`config.mk`:
```
export PLATFORM = sky130hd
export DESIGN_NAME = score_tracker
export DESIGN_NICKNAME = d
export VERILOG_FILES = /design/src/rtl/score_tracker.sv
export SDC_FILE = /design/constraint.sdc
export NUM_CORES = 1
export LEC_CHECK = 0
export BUFFER_PORTS_ARGS = -buffer_cell sky130_fd_sc_hd__buf_2
export CAP_MARGIN = 10
export CELL_PAD_IN_SITES_DETAIL_PLACEMENT = 1
export CELL_PAD_IN_SITES_GLOBAL_PLACEMENT = 1
export CORE_MARGIN = 1.5
export CORE_UTILIZATION = 48
export DETAILED_ROUTE_END_ITERATION = 10
export PLACE_DENSITY_LB_ADDON = 0.2
export RECOVER_POWER = 50
export SLEW_MARGIN = 20
export SYNTH_ARGS = -nofsm -noshare
export SYNTH_HDL_FRONTEND = slang
export SYNTH_SLANG_ARGS = --single-unit
```
`constraint.sdc`:
```
create_clock -name clk -period 6.7 [get_ports clk]
set_input_delay 1.005 -clock clk [delete_from_list [all_inputs] [get_ports clk]]
set_output_delay 1.005 -clock clk [all_outputs]
set_load 0.02 [all_outputs]
```
`src/rtl/score_tracker.sv`:
```
// Timed game round controller: edge-detects start/hit/miss, runs a fixed-length
// round driven by a prescaled tick, and keeps a saturating score for the display.
module score_tracker #(
  parameter int TICK_DIV     = 100_000_000,
  parameter int GAME_SECONDS = 30,
  parameter int SCORE_MAX    = 49,
  parameter int HIT_POINTS   = 1,
  parameter int MISS_PENALTY = 1
) (
  input  logic       clk,
  input  logic       rst,
  input  logic       start,
  input  logic       hit,
  input  logic       miss,
  output logic [7:0] score,
  output logic [7:0] time_left,
  output logic       busy,
  output logic       done
);

  localparam int            TW        = (TICK_DIV > 1) ? $clog2(TICK_DIV) : 1;
  localparam logic [TW-1:0] TICK_LAST = TW'(TICK_DIV - 1);

  typedef enum logic [1:0] {IDLE, RUN, DONE} state_t;

  state_t        state_q, state_d;
  logic [TW-1:0] tick_q, tick_d;
  logic [7:0]    score_q, score_d;
  logic [7:0]    time_q, time_d;
  logic          busy_q, busy_d;
  logic          done_q, done_d;
  logic          start_p_q, start_p_d;
  logic          hit_p_q, hit_p_d;
  logic          miss_p_q, miss_p_d;

  logic start_e, hit_e, miss_e;
  logic tick_wrap, round_end;
  int   score_sum;

  assign start_e   = start & ~start_p_q;
  assign hit_e     = hit   & ~hit_p_q;
  assign miss_e    = miss  & ~miss_p_q;
  assign tick_wrap = (tick_q == TICK_LAST);
  assign round_end = tick_wrap && (time_q == 8'd1);

  // State register
  always_ff @(posedge clk) begin
    if (rst) state_q <= IDLE;
    else     state_q <= state_d;
  end

  // Next state
  always_comb begin
    state_d = state_q;
    case (state_q)
      IDLE:    if (start_e)   state_d = RUN;
      RUN:     if (round_end) state_d = DONE;
      DONE:    if (start_e)   state_d = RUN;
      default:                state_d = IDLE;
    endcase
  end

  // Outputs and datapath next values
  always_comb begin
    tick_d    = tick_q;
    score_d   = score_q;
    time_d    = time_q;
    start_p_d = start;
    hit_p_d   = hit;
    miss_p_d  = miss;
    // Wide signed sum so a penalty below zero or a bonus past 255 cannot wrap.
    score_sum = int'(score_q) + (hit_e ? HIT_POINTS : 0) - (miss_e ? MISS_PENALTY : 0);

    case (state_q)
      RUN: begin
        tick_d = tick_wrap ? '0 : tick_q + 1'b1;
        if (tick_wrap) time_d = time_q - 8'd1;
        if (score_sum < 0)              score_d = 8'd0;
        else if (score_sum > SCORE_MAX) score_d = 8'(SCORE_MAX);
        else                            score_d = 8'(score_sum);
      end
      default: begin
        if (start_e) begin
          score_d = 8'd0;
          time_d  = 8'(GAME_SECONDS);
          tick_d  = '0;
        end
      end
    endcase

    busy_d = (state_d == RUN);
    done_d = (state_d == DONE);
  end

  always_ff @(posedge clk) begin
    if (rst) begin
      tick_q    <= '0;
      score_q   <= 8'd0;
      time_q    <= 8'd0;
      busy_q    <= 1'b0;
      done_q    <= 1'b0;
      start_p_q <= 1'b0;
      hit_p_q   <= 1'b0;
      miss_p_q  <= 1'b0;
    end else begin
      tick_q    <= tick_d;
      score_q   <= score_d;
      time_q    <= time_d;
      busy_q    <= busy_d;
      done_q    <= done_d;
      start_p_q <= start_p_d;
      hit_p_q   <= hit_p_d;
      miss_p_q  <= miss_p_d;
    end
  end

  assign score     = score_q;
  assign time_left = time_q;
  assign busy      = busy_q;
  assign done      = done_q;

endmodule

```
== Word level (Yosys, flattened, before mapping) ==
Index checks and enable logic that the tools add are counted.

* Bitwise logic cells: 6
* Reductions and logical operators: 5
* Magnitude comparators: 2
* Add/subtract/negate cells: 4
* Mux-type cells: 15
* Equality and inequality tests: 7

{| class="wikitable"
|+ Operators with widths
! kind !! number
|-
| 27-bit two-way mux || 3
|-
| 8-bit two-way mux || 7
|-
| 27-bit by 1-bit adder with 27-bit output, second input constant || 1
|-
| 27-bit equality test, second input constant || 1
|-
| 10-bit by 7-bit > comparator with 1-bit output, second input constant || 1
|-
| 10-bit by 1-bit less-than comparator with 1-bit output, second input constant || 1
|-
| 9-bit by 1-bit subtractor with 10-bit output || 1
|-
| 8-bit by 1-bit adder with 9-bit output || 1
|-
| 8-bit by 1-bit equality test with 1-bit output, second input constant || 1
|-
| 8-bit by 1-bit subtractor with 8-bit output, second input constant || 1
|-
| 2-bit by 1-bit equality test with 1-bit output, second input constant || 2
|-
| 2-bit equality test, second input constant || 2
|-
| 2-bit two-way mux || 2
|-
| 2-bit case mux with 2 select lines || 1
|-
| 1-bit bitwise AND || 3
|-
| 1-bit inverter || 3
|-
| 2-bit zero test || 1
|-
| 1-bit two-way mux || 2
|-
| 2-bit != test, second input constant || 1
|-
| 2-bit AND reduction || 1
|-
| 2-bit nonzero test || 1
|-
| 2-bit OR reduction || 1
|-
| 1-bit logical AND || 1
|}

* Flip-flop bits (word level): 50
* Word-level logic and storage cells: 48
* Output and inout port bits: 18

== Longest topological paths before layout ==
Gate-level depths: netlist of run 1.

* Word-level depth: 9
* Gate-level depth with buffers: 11
* Mapped depth without buffers: 11

== Worst setup path before layout of run 1 ==
OpenSTA, ideal clock, no wires.

* Kind: input -> register
* Start point: input miss
* End point: register score_q[0], in the netlist score[0]
* Buffers on the path: 0
* Data arrival time: 3.198 ns
* Slack: 3.382 ns
* Cell stages on the path: 11
* Path through: nor2b_1 > ha_1 > inv_1 > ha_1 > fa_1 > a21o_1 > a21oi_1 > nor3_1 > nor3_1 > nand3_1 > o31a_1

* Cells in the longest elaborated chain, start to end: 7

{| class="wikitable"
|+ Ends and longest elaborated chain
! item !! RTL line !! source
|-
| start: declaration || 14 || <nowiki>input logic miss,</nowiki>
|-
| 1-bit bitwise AND * || 42 || <nowiki>assign miss_e = miss & ~miss_p_q;</nowiki>
|-
| 1-bit two-way mux * || 72 || <nowiki>score_sum = int'(score_q) + (hit_e ? HIT_POINTS : 0) - (miss_e ? MISS_PENALTY : 0);</nowiki>
|-
| 9-bit by 1-bit subtractor with 10-bit output * || 72 ||
|-
| 10-bit by 7-bit > comparator with 1-bit output || 79 || <nowiki>else if (score_sum > SCORE_MAX) score_d = 8'(SCORE_MAX);</nowiki>
|-
| 8-bit two-way mux || 79 ||
|-
| 8-bit two-way mux * || 78 || <nowiki>if (score_sum < 0) score_d = 8'd0;</nowiki>
|-
| 8-bit two-way mux * || 74 || <nowiki>case (state_q)</nowiki>
|-
| end signal: assignment || 107 || <nowiki>score_q <= score_d;</nowiki>
|-
| end: declaration || 28 || <nowiki>logic [7:0] score_q, score_d;</nowiki>
|}

Mark *: on every way between the ends. The rest lies on a longest branch, timed or not.
A chain may end at the register's enable or synchronous reset.

== Final worst setup path of run 1 ==
* Start point: input miss
* End point: register score_q[2], in the netlist score[2]

Same word-level chain as after synthesis.

==> results of run 1 <==
[per-layer routing]
metal	vias to the layer above	routed length, um	track usage [%]	part of all wire, %
li1	1332	-	-	-
met1	1319	3410	31.4	45
met2	37	3770	44.3	50
met3	14	234	3.89	3.1
met4	0	141	8.79	1.9
met5	-	0	0	0
[worst max-delay path: stages]
cell and delay [ps]:
buf_2 100, nor2b_1 120, ha_1 270, inv_1 40, ha_1 210, fa_1 420
a21o_1 170, a21oi_1 320, nor3_1 100, nor3_1 300, nand3_1 250, o41ai_1 380
[worst min-delay path by stage]
stage / from / slack (ps) / cells past startpoint / to
2_1_floorplan: tick_q[26] / 430 / 1 / tick_q[26]
3_3_place_gp: tick_q[23] / 450 / 1 / tick_q[23]
3_5_place_dp: tick_q[23] / 460 / 1 / tick_q[23]
4_1_cts: tick_q[23] / 480 / 1 / tick_q[23]
5_1_grt: tick_q[23] / 520 / 1 / tick_q[23]
6_report: tick_q[23] / 480 / 1 / tick_q[23]
[power by group through the flow]
stage | Sequential [W] | Clock [W] | Combinational (W)
4_1_cts | 0.000319 | 0.000269 | 0.000200
3_5_place_dp | 0.000326 | 0 | 0.000196
6_report | 0.000320 | 0.000266 | 0.000198
5_1_grt | 0.000321 | 0.000275 | 0.000221
2_1_floorplan | 0.000334 | 0 | 0.000138
3_3_place_gp | 0.000326 | 0 | 0.000190
[cell families (layout without fill, tap and decap cells)]
family          count (synthesis)  count (layout)
compound gates                102             102
xor+xnor                       11              11
fa+ha+maj                      14              14
buf+inv                        31              52
flops                          50              50
mux                             1               1
simple gates                  147             147
[stage by stage]
| step | std cells | utilization (%) | total power (W) | area, um2 |
|---|---|---|---|---|
| after floorplan | 356 | - | 0.000472 | 2830 |
| after global placement | 441 | 53.6 | 0.000516 | 3010 |
| after detailed placement | 441 | 53.6 | 0.000522 | 3010 |
| after CTS | 449 | 56.2 | 0.000788 | 3150 |
| after global routing | 449 | 55.2 | 0.000817 | 3100 |
| final | 449 | 55.2 | 0.000783 | 3100 |
[sequential cells by signal (all words and copies together) (netlist names)]
signal and flops:
done 1, hit_p_q 1, busy 1, state_q 2, miss_p_q 1, start_p_q 1, time_left 8, tick_q 27
score 8
[final cells by class]
class,count,area share (%)
Clock inverter,2,1.94
Clock buffer,6,2.67
Sequential cell,50,32.3
Inverter,21,2.55
Multi-Input combinational cell,275,54.7
Tap cell,72,2.91
Timing Repair Buffer,23,2.87
[cells in the final DEF (no fill, tap or decap), drive strengths merged, types with 5 or more instances in the layout]
| cell | count |
|---|---|
| and3 | 5 |
| a31oi | 8 |
| ha | 13 |
| inv | 21 |
| xnor2 | 8 |
| a21oi | 25 |
| nor2b | 6 |
| o21ai | 34 |
| or3 | 5 |
| nand2b | 7 |
| nand2 | 34 |
| nor2 | 33 |
| clkbuf | 27 |
| dfxtp | 50 |
| nand3 | 20 |
| nor3 | 15 |
==> out/qor.txt, run 1 <==
vias in the first global route: 2,725
First-pass DRT Iterations: 4
Filler cells: 739
Remaining DRCs: 0
status: complete, no violations
max-cap viol count: 0
power share of the sequential group: 40.8%
Die H: 79.8 um
Clk pin slew, worst setup/hold paths: 100 ps
largest net degree at the start of global routing: 23
area of the multi-input gates: 1700 um2
Avg Inst Size Synth: 7.95 um2
Critical Path AT: 3690 ps
Clock power frac: 34.0%
Initial Util: 50.5%
Ys Warns: 0
TritonCTS Sinks: 50
mapped cell area: 2830 um2
Post-synth top cells: dfxtp_1, nand2_1, nor2_1, o21ai_0, a21oi_1
Max-Slew Margin vs Limit: 28.8%
Core ar.: 5610 um2
area leader, netlist: dfxtp_1
Synth Area in Compound Gates: 22.7%
DP Wirelength: 5380 um
Seq. cell area: 1000 um2
RSZ-0062 raised after global routing: no
routed vias: 2,702
Routed WL per cell: 16.8 um
Clock Latency Late Sink: 320 ps
first-pass GRT wire length: 12,700 um
CTS tree: built
r2r setup slk: 3700 ps
Synth Area in Simple Gates: 27.5%
Diodes inserted: 0
Final Max Slew Viols: 0
FFs w/ async S/R, synth: 0%
hold crit path type: reg -> reg
drt initial violations: 94
total leakage power: 1.08 nW
GR Util All Layers: 25.3%
Die Area: 6370 um2
post-synthesis sequential area ratio: 35.4%
Tmin final: 3470 ps
Root Driver: clkbuf_8
Synth Area in XOR/XNOR: 3.40%
Synth Net Count: 375
layout cells sized above 1: 4.24%
hold_ws: 484 ps
EDFF count, synth: 0
pre-CTS setup slack: 2950 ps
Pint: 0.000537 W
endpoints failing hold: 0
Net Sw Frac: 31.5%
post-CTS setup buffer count: 0
CP max FO: 5
Distinct cells, synth: 54
P_sw: 0.000247 W
Placer Congestion: 0.849
initial antenna violation count: 0
most common cell in the netlist: dfxtp_1
Synth area leaders: dfxtp_1, o21ai_0, ha_1
Synth Flop Type: dfxtp_1
reg2reg start: hit_p_q
final wirelength: 7550 um
setup TNS: 0 ps
CTS Hold Buffers Added: 0
global route total overflow: 0
number of port buffers: 22
antenna violation net count after detailed routing: 0
CP Capture Type: flip-flop
pwr dens: 253 nW/um2
Post-Synth Adder-Cell Area: 6.45%
final setup vio count: 0
setup ws final: 3230 ps
Setup Skew: 10.6 ps
top cell type's share of synthesized area: 35.4%
Comb pwr share: 25.2%
H-tree levels: 2
Via density: 6.02
die width: 79.8 um
WP data required: 6920 ps
Core Rows: 27
reg2reg end: score[2]
fin crit share: 51.8%
largest family of logic cells by synthesized area: simple AND/OR/NAND/NOR gates
maximum vdd drop: 0.138 mV
cells on worst reg2reg path: 11
Max clock buf depth: 2
Slew @ Worst Pin: 1070 ps
Layout Nets: 395
cell count after synthesis: 356
# resized after CTS: 0
Worst setup endpoint: score[2]
#FFs+latches synth: 50
crit path launch: miss
Critical Path Start Type: primary input
mux cell area share after synthesis: 0.354%
Top Ports: 23
Peak Freq: 288 MHz
clock buffer count from CTS: 5
Synth-to-Final Area Change: 9.42%
critical path class: in -> reg
Note: power is estimated with default switching activity, not from simulation.
==> run 2, diff against run 1 <==
Settings changed: CORE_UTILIZATION 48 to 45.
Clock period 6.7 ns to 3.6 ns, I/O delays scaled along.
==> run 2 against run 1 <==
Net effect:
- first-iteration DRC count down 18%
- die area up 6.4%
- worst setup slack worse by 2400 ps
- non-clock buffer count up 4
- clock-buffer cell count down 1
- combinational power up 89%
- routed wire length up 0.53%
- register-to-register slack worse by 2900 ps
- sequential share of layout area about the same
- global-route usage down 1.8 points
- cell area about the same
- clock power up 50%
- critical endpoint is now tick_q[16]
- largest cell class unchanged
==> out/qor.txt, run 2 (synthesis gave the netlist of run 1 again) <==
status: complete, no violations
cells along the critical path: ha_1 -> and4_1 -> nand4_1 -> o311ai_0 -> clkbuf_1 -> o21ai_0 -> nand2_1 -> o41ai_1
Remaining DRCs: 0
Slowest-stage cell, CP: clkbuf_1
Top reg by flops: tick_q
Die H: 82.3 um
Initial Util: 47.2%
final setup vio count: 0
Seq. cell area: 1000 um2
Final Power: 0.00137 W
GR Util All Layers: 23.6%
first-pass GRT wire length: 12,400 um
cells on worst reg2reg path: 8
max-cap viol count: 0
setup TNS: 0 ps
die width: 82.3 um
Peak Freq: 355 MHz
routed vias: 2,690
# resized after CTS: 0
CP max FO: 21
CTS Hold Buffers Added: 0
Worst setup endpoint: tick_q[16]
Core ar.: 5990 um2
Max-Slew Margin vs Limit: 33.8%
commonest non-fill, non-tap cells in the layout: dfxtp_1, nand2_1, o21ai_0, nor2_1, a21oi_1
layout cells sized above 1: 5.25%
clock buffer count from CTS: 5
pwr dens: 442 nW/um2
CTS tree: built
Via density: 5.90
crit path launch: tick_q[0]
vias in the first global route: 2,612
largest net degree at the start of global routing: 23
Clk pin slew, worst setup/hold paths: 100 ps
antenna violation net count after detailed routing: 0
Setup Skew: 9.74 ps
Filler cells: 757
Placed Instances: 448
initial antenna violation count: 0
Synth-to-Final Area Change: 9.37%
Die Area: 6770 um2
Tmin final: 2810 ps
Clock Latency Late Sink: 320 ps
non-filler cells in the finished layout: 456
number of port buffers: 22
Critical Path AT: 2980 ps
Core Rows: 28
global route total overflow: 0
Layout Nets: 399
RSZ-0062 raised after global routing: no
H-tree levels: 2
hold crit path type: in -> reg
most common cell after layout, fill and taps aside: dfxtp_1
CP Capture Type: flip-flop
DP Wirelength: 5530 um
First-pass DRT Iterations: 4
r2r setup slk: 790 ps
Finished Cell Area: 3100 um2
endpoints failing hold: 0
Top Ports: 23
reg2reg start: tick_q[0]
final core utilization: 51.7%
fin crit share: 78.2%
Crit path largest cell delay: 770 ps
TritonCTS Sinks: 50
final wirelength: 7590 um
area post-placement: 3040 um2
Placer Congestion: 0.847
post-CTS setup buffer count: 0
Largest register FFs: 27
Diodes inserted: 0
drt initial violations: 77
Slew @ Worst Pin: 993 ps
Max clock buf depth: 2
critical path class: reg -> reg
Root Driver: clkbuf_8
reg2reg end: tick_q[16]
Routed WL per cell: 16.6 um
total leakage power: 1.09 nW
Final Max Slew Viols: 0
area of the multi-input gates: 1690 um2
Critical Path Start Type: flip-flop
WP data required: 3770 ps
maximum vdd drop: 0.222 mV
-- run 2: cell types whose count changed in the layout (fill, tap and decap cells not counted), sizes merged --
| cell | change |
|---|---|
| clkinv | +2 |
| buf | +5 |
| bufinv | -1 |
| clkbuf | -2 |
-- run 2: worst min-delay path by stage --
stage | from | cells past startpoint | end | slack [ps]
final | hit | 2 | hit_p_q | 450
after global routing | hit | 2 | hit_p_q | 470
after CTS | miss | 2 | miss_p_q | 450
after detailed placement | tick_q[23] | 1 | tick_q[23] | 470
after global placement | tick_q[23] | 1 | tick_q[23] | 450
after floorplan | tick_q[26] | 1 | tick_q[26] | 430
-- run 2: routing by layer --
metal | track usage (%) | share of wire (%)
met5 | 0 | 0
met2 | 40.3 | 50
met4 | 8.31 | 1.1
met3 | 3.08 | 1.9
met1 | 30.1 | 47
-- run 2: critical path, delay by kind of cell (launching register included) --
family	cells	cell delay [ps]
AND/OR/NAND/NOR	3	610
adder cells (fa/ha/maj)	1	220
AO/OA/AOI/OAI	3	660
buffers and inverters	1	770
flip-flops	1	390
-- run 2: per-stage QoR --
| step | hold slack, ps | worst slack, ps |
|---|---|---|
| detailed placement | 472 | 480 |
| CTS | 446 | 806 |
| floorplan | 429 | 747 |
| global route | 468 | 485 |
| finish | 452 | 786 |
| global placement | 452 | 607 |
-- run 2: layout make-up --
class,instances,share of cell area [%]
clock buffer,5,2.22
clock inverter,3,1.29
inverter,21,2.55
multi-input combinational,275,54.7
sequential,50,32.3
tap,75,3.03
timing repair buffer,27,3.88
-- run 2: report_power, final --
group          switching [W]  internal, W  total (W)
Sequential         0.0000226     0.000572   0.000595
Clock               0.000193     0.000205   0.000398
Combinational       0.000238     0.000136   0.000375
Total               0.000454     0.000914    0.00137
==> run 3, diff against run 2 <==
Settings changed: CORE_UTILIZATION 45 to 40.
Clock period 3.6 ns to 2.3 ns, I/O delays scaled along.
==> run 3 against run 2 <==
Net effect:
- the run now ends with negative setup slack left
- non-clock buffer count grew 35
- combinational power grew 130%
- register-to-register slack lost 1100 ps
- utilization shrank 0.68 points
- clock skew shrank 4.2 ps
- critical endpoint is now score[3]
- worst setup slack lost 1100 ps
- routed wire length grew 13%
- sequential power grew 57%
- critical path depth grew 4
- fmax grew 6.5%
==> out/qor.txt, run 3 (synthesis gave the netlist of run 1 again) <==
Peak Freq: 378 MHz
layout cells sized above 1: 17.3%
CP Capture Type: flip-flop
Final Max Slew Viols: 0
CP max FO: 5
die width: 87.1 um
commonest non-fill, non-tap cells in the layout: dfxtp_1, buf_4, nand2_1
Clk pin slew, worst setup/hold paths: 90 ps
RSZ-0062 raised after global routing: yes
final wirelength: 8590 um
DP Wirelength: 5890 um
TritonCTS Sinks: 50
Synth-to-Final Area Change: 23.1%
Filler cells: 869
maximum vdd drop: 0.286 mV
Clock Latency Late Sink: 300 ps
first-pass GRT wire length: 14,200 um
Diodes inserted: 0
Via density: 5.62
area of the multi-input gates: 1830 um2
drt initial violations: 108
Core Rows: 30
Layout Nets: 434
initial antenna violation count: 0
status: finished, violations left
Routed WL per cell: 16.8 um
final setup vio count: 7
Crit path largest cell delay: 350 ps
max-cap viol count: 0
Critical Path AT: 2860 ps
cells along the critical path: nand2b_4 -> ha_4 -> inv_2 -> ha_4 -> fa_2 -> a21o_1 -> a21oi_2 -> nor3_2 -> nor3_2 -> nand3_2 -> buf_4 -> o22ai_1
Seq. cell area: 1000 um2
antenna violation net count after detailed routing: 0
Setup Skew: 5.55 ps
routed vias: 2,873
Die Area: 7590 um2
CTS tree: built
total leakage power: 1.27 nW
Initial Util: 41.4%
Top reg by flops: tick_q
failing checks: negative setup slack
WP data required: 2520 ps
Largest register FFs: 27
Tmin final: 2640 ps
pwr dens: 661 nW/um2
Die H: 87.1 um
vias in the first global route: 2,927
endpoints failing hold: 0
fin crit share: 115%
setup ws final: -343 ps
pre-CTS setup slack: -467 ps
GR Util All Layers: 23.9%
final core utilization: 51.0%
Max clock buf depth: 2
largest net degree at the start of global routing: 22
global route total overflow: 0
non-filler cells in the finished layout: 511
Critical Path Start Type: flip-flop
Slew @ Worst Pin: 1070 ps
Remaining DRCs: 0
number of port buffers: 22
most common cell after layout, fill and taps aside: dfxtp_1
clock buffer count from CTS: 5
critical path class: reg -> reg
Max-Slew Margin vs Limit: 28.5%
Placer Congestion: 0.814
Root Driver: clkbuf_8
Slowest-stage cell, CP: fa_2
First-pass DRT Iterations: 4
H-tree levels: 2
hold crit path type: in -> reg
Placed Instances: 499
Core ar.: 6830 um2
Top Ports: 23
-- run 3: worst max-delay path: cells and delay by family, from the launching register on --
| family | cells | cell delay [ps] |
|---|---|---|
| buffers and inverters | 2 | 240 |
| adder cells (fa/ha/maj) | 3 | 770 |
| AND/OR/NAND/NOR | 4 | 720 |
| AO/OA/AOI/OAI | 3 | 530 |
| flip-flops | 1 | 310 |
-- run 3: timing repair --
action / CTS / global route
endpoints found under the setup margin: 6 / 9
endpoints found under the hold margin: 0 / 0
setup buffers: 4 / 1
gates resized for setup: 17 / 2
pin swaps: 13 / 4
hold buffers: 0 / 0
gates cloned: 0 / 0
-- run 3: routing by layer --
layer / global-route usage [%] / share of wire [%] / routed length [um] / vias to the layer above
li1: - / - / - / 1415
met1: 28.7 / 45 / 3850 / 1403
met2: 43.8 / 50 / 4330 / 40
met3: 3.13 / 2.6 / 222 / 15
met4: 8.08 / 2.1 / 181 / 0
met5: 0 / 0 / 0 / -
-- run 3: final cells by class --
cell class              count  area share (%)
clock buffers               7            2.19
multi-input cells         275            52.5
flip-flops and latches     50            28.7
well taps                  96            3.45
inverters                  21            2.26
repair buffers             62            10.8
-- run 3: worst paths after layout --
check                   from          to  slack, ps  depth (start not counted)
setup / recovery     hit_p_q    score[3]       -340                         12
hold / removal          miss    miss_p_q        280                          2
setup reg to reg     hit_p_q    score[3]       -340                         12
hold reg to reg   tick_q[23]  tick_q[23]        470                          1
-- run 3: power breakdown --
part	leakage, nW	total [W]	switching, W	internal (W)
logic	0.828	0.000881	0.000499	0.000382
clock network	0.0383	0.000488	0.000278	0.000210
registers	0.406	0.000932	0.0000360	0.000896
total	1.27	0.00230	0.000813	0.00149
-- run 3: through the flow --
stage	total power (W)	setup TNS (ps)	hold WS, ps	cell area (um2)
after floorplan	0.00138	-578	429	2850
after global placement	0.00162	-1560	449	3310
after detailed placement	0.00164	-2400	466	3310
after CTS	0.00225	-794	271	3510
after global routing	0.00243	-6150	295	3480
final	0.00230	-1810	276	3480
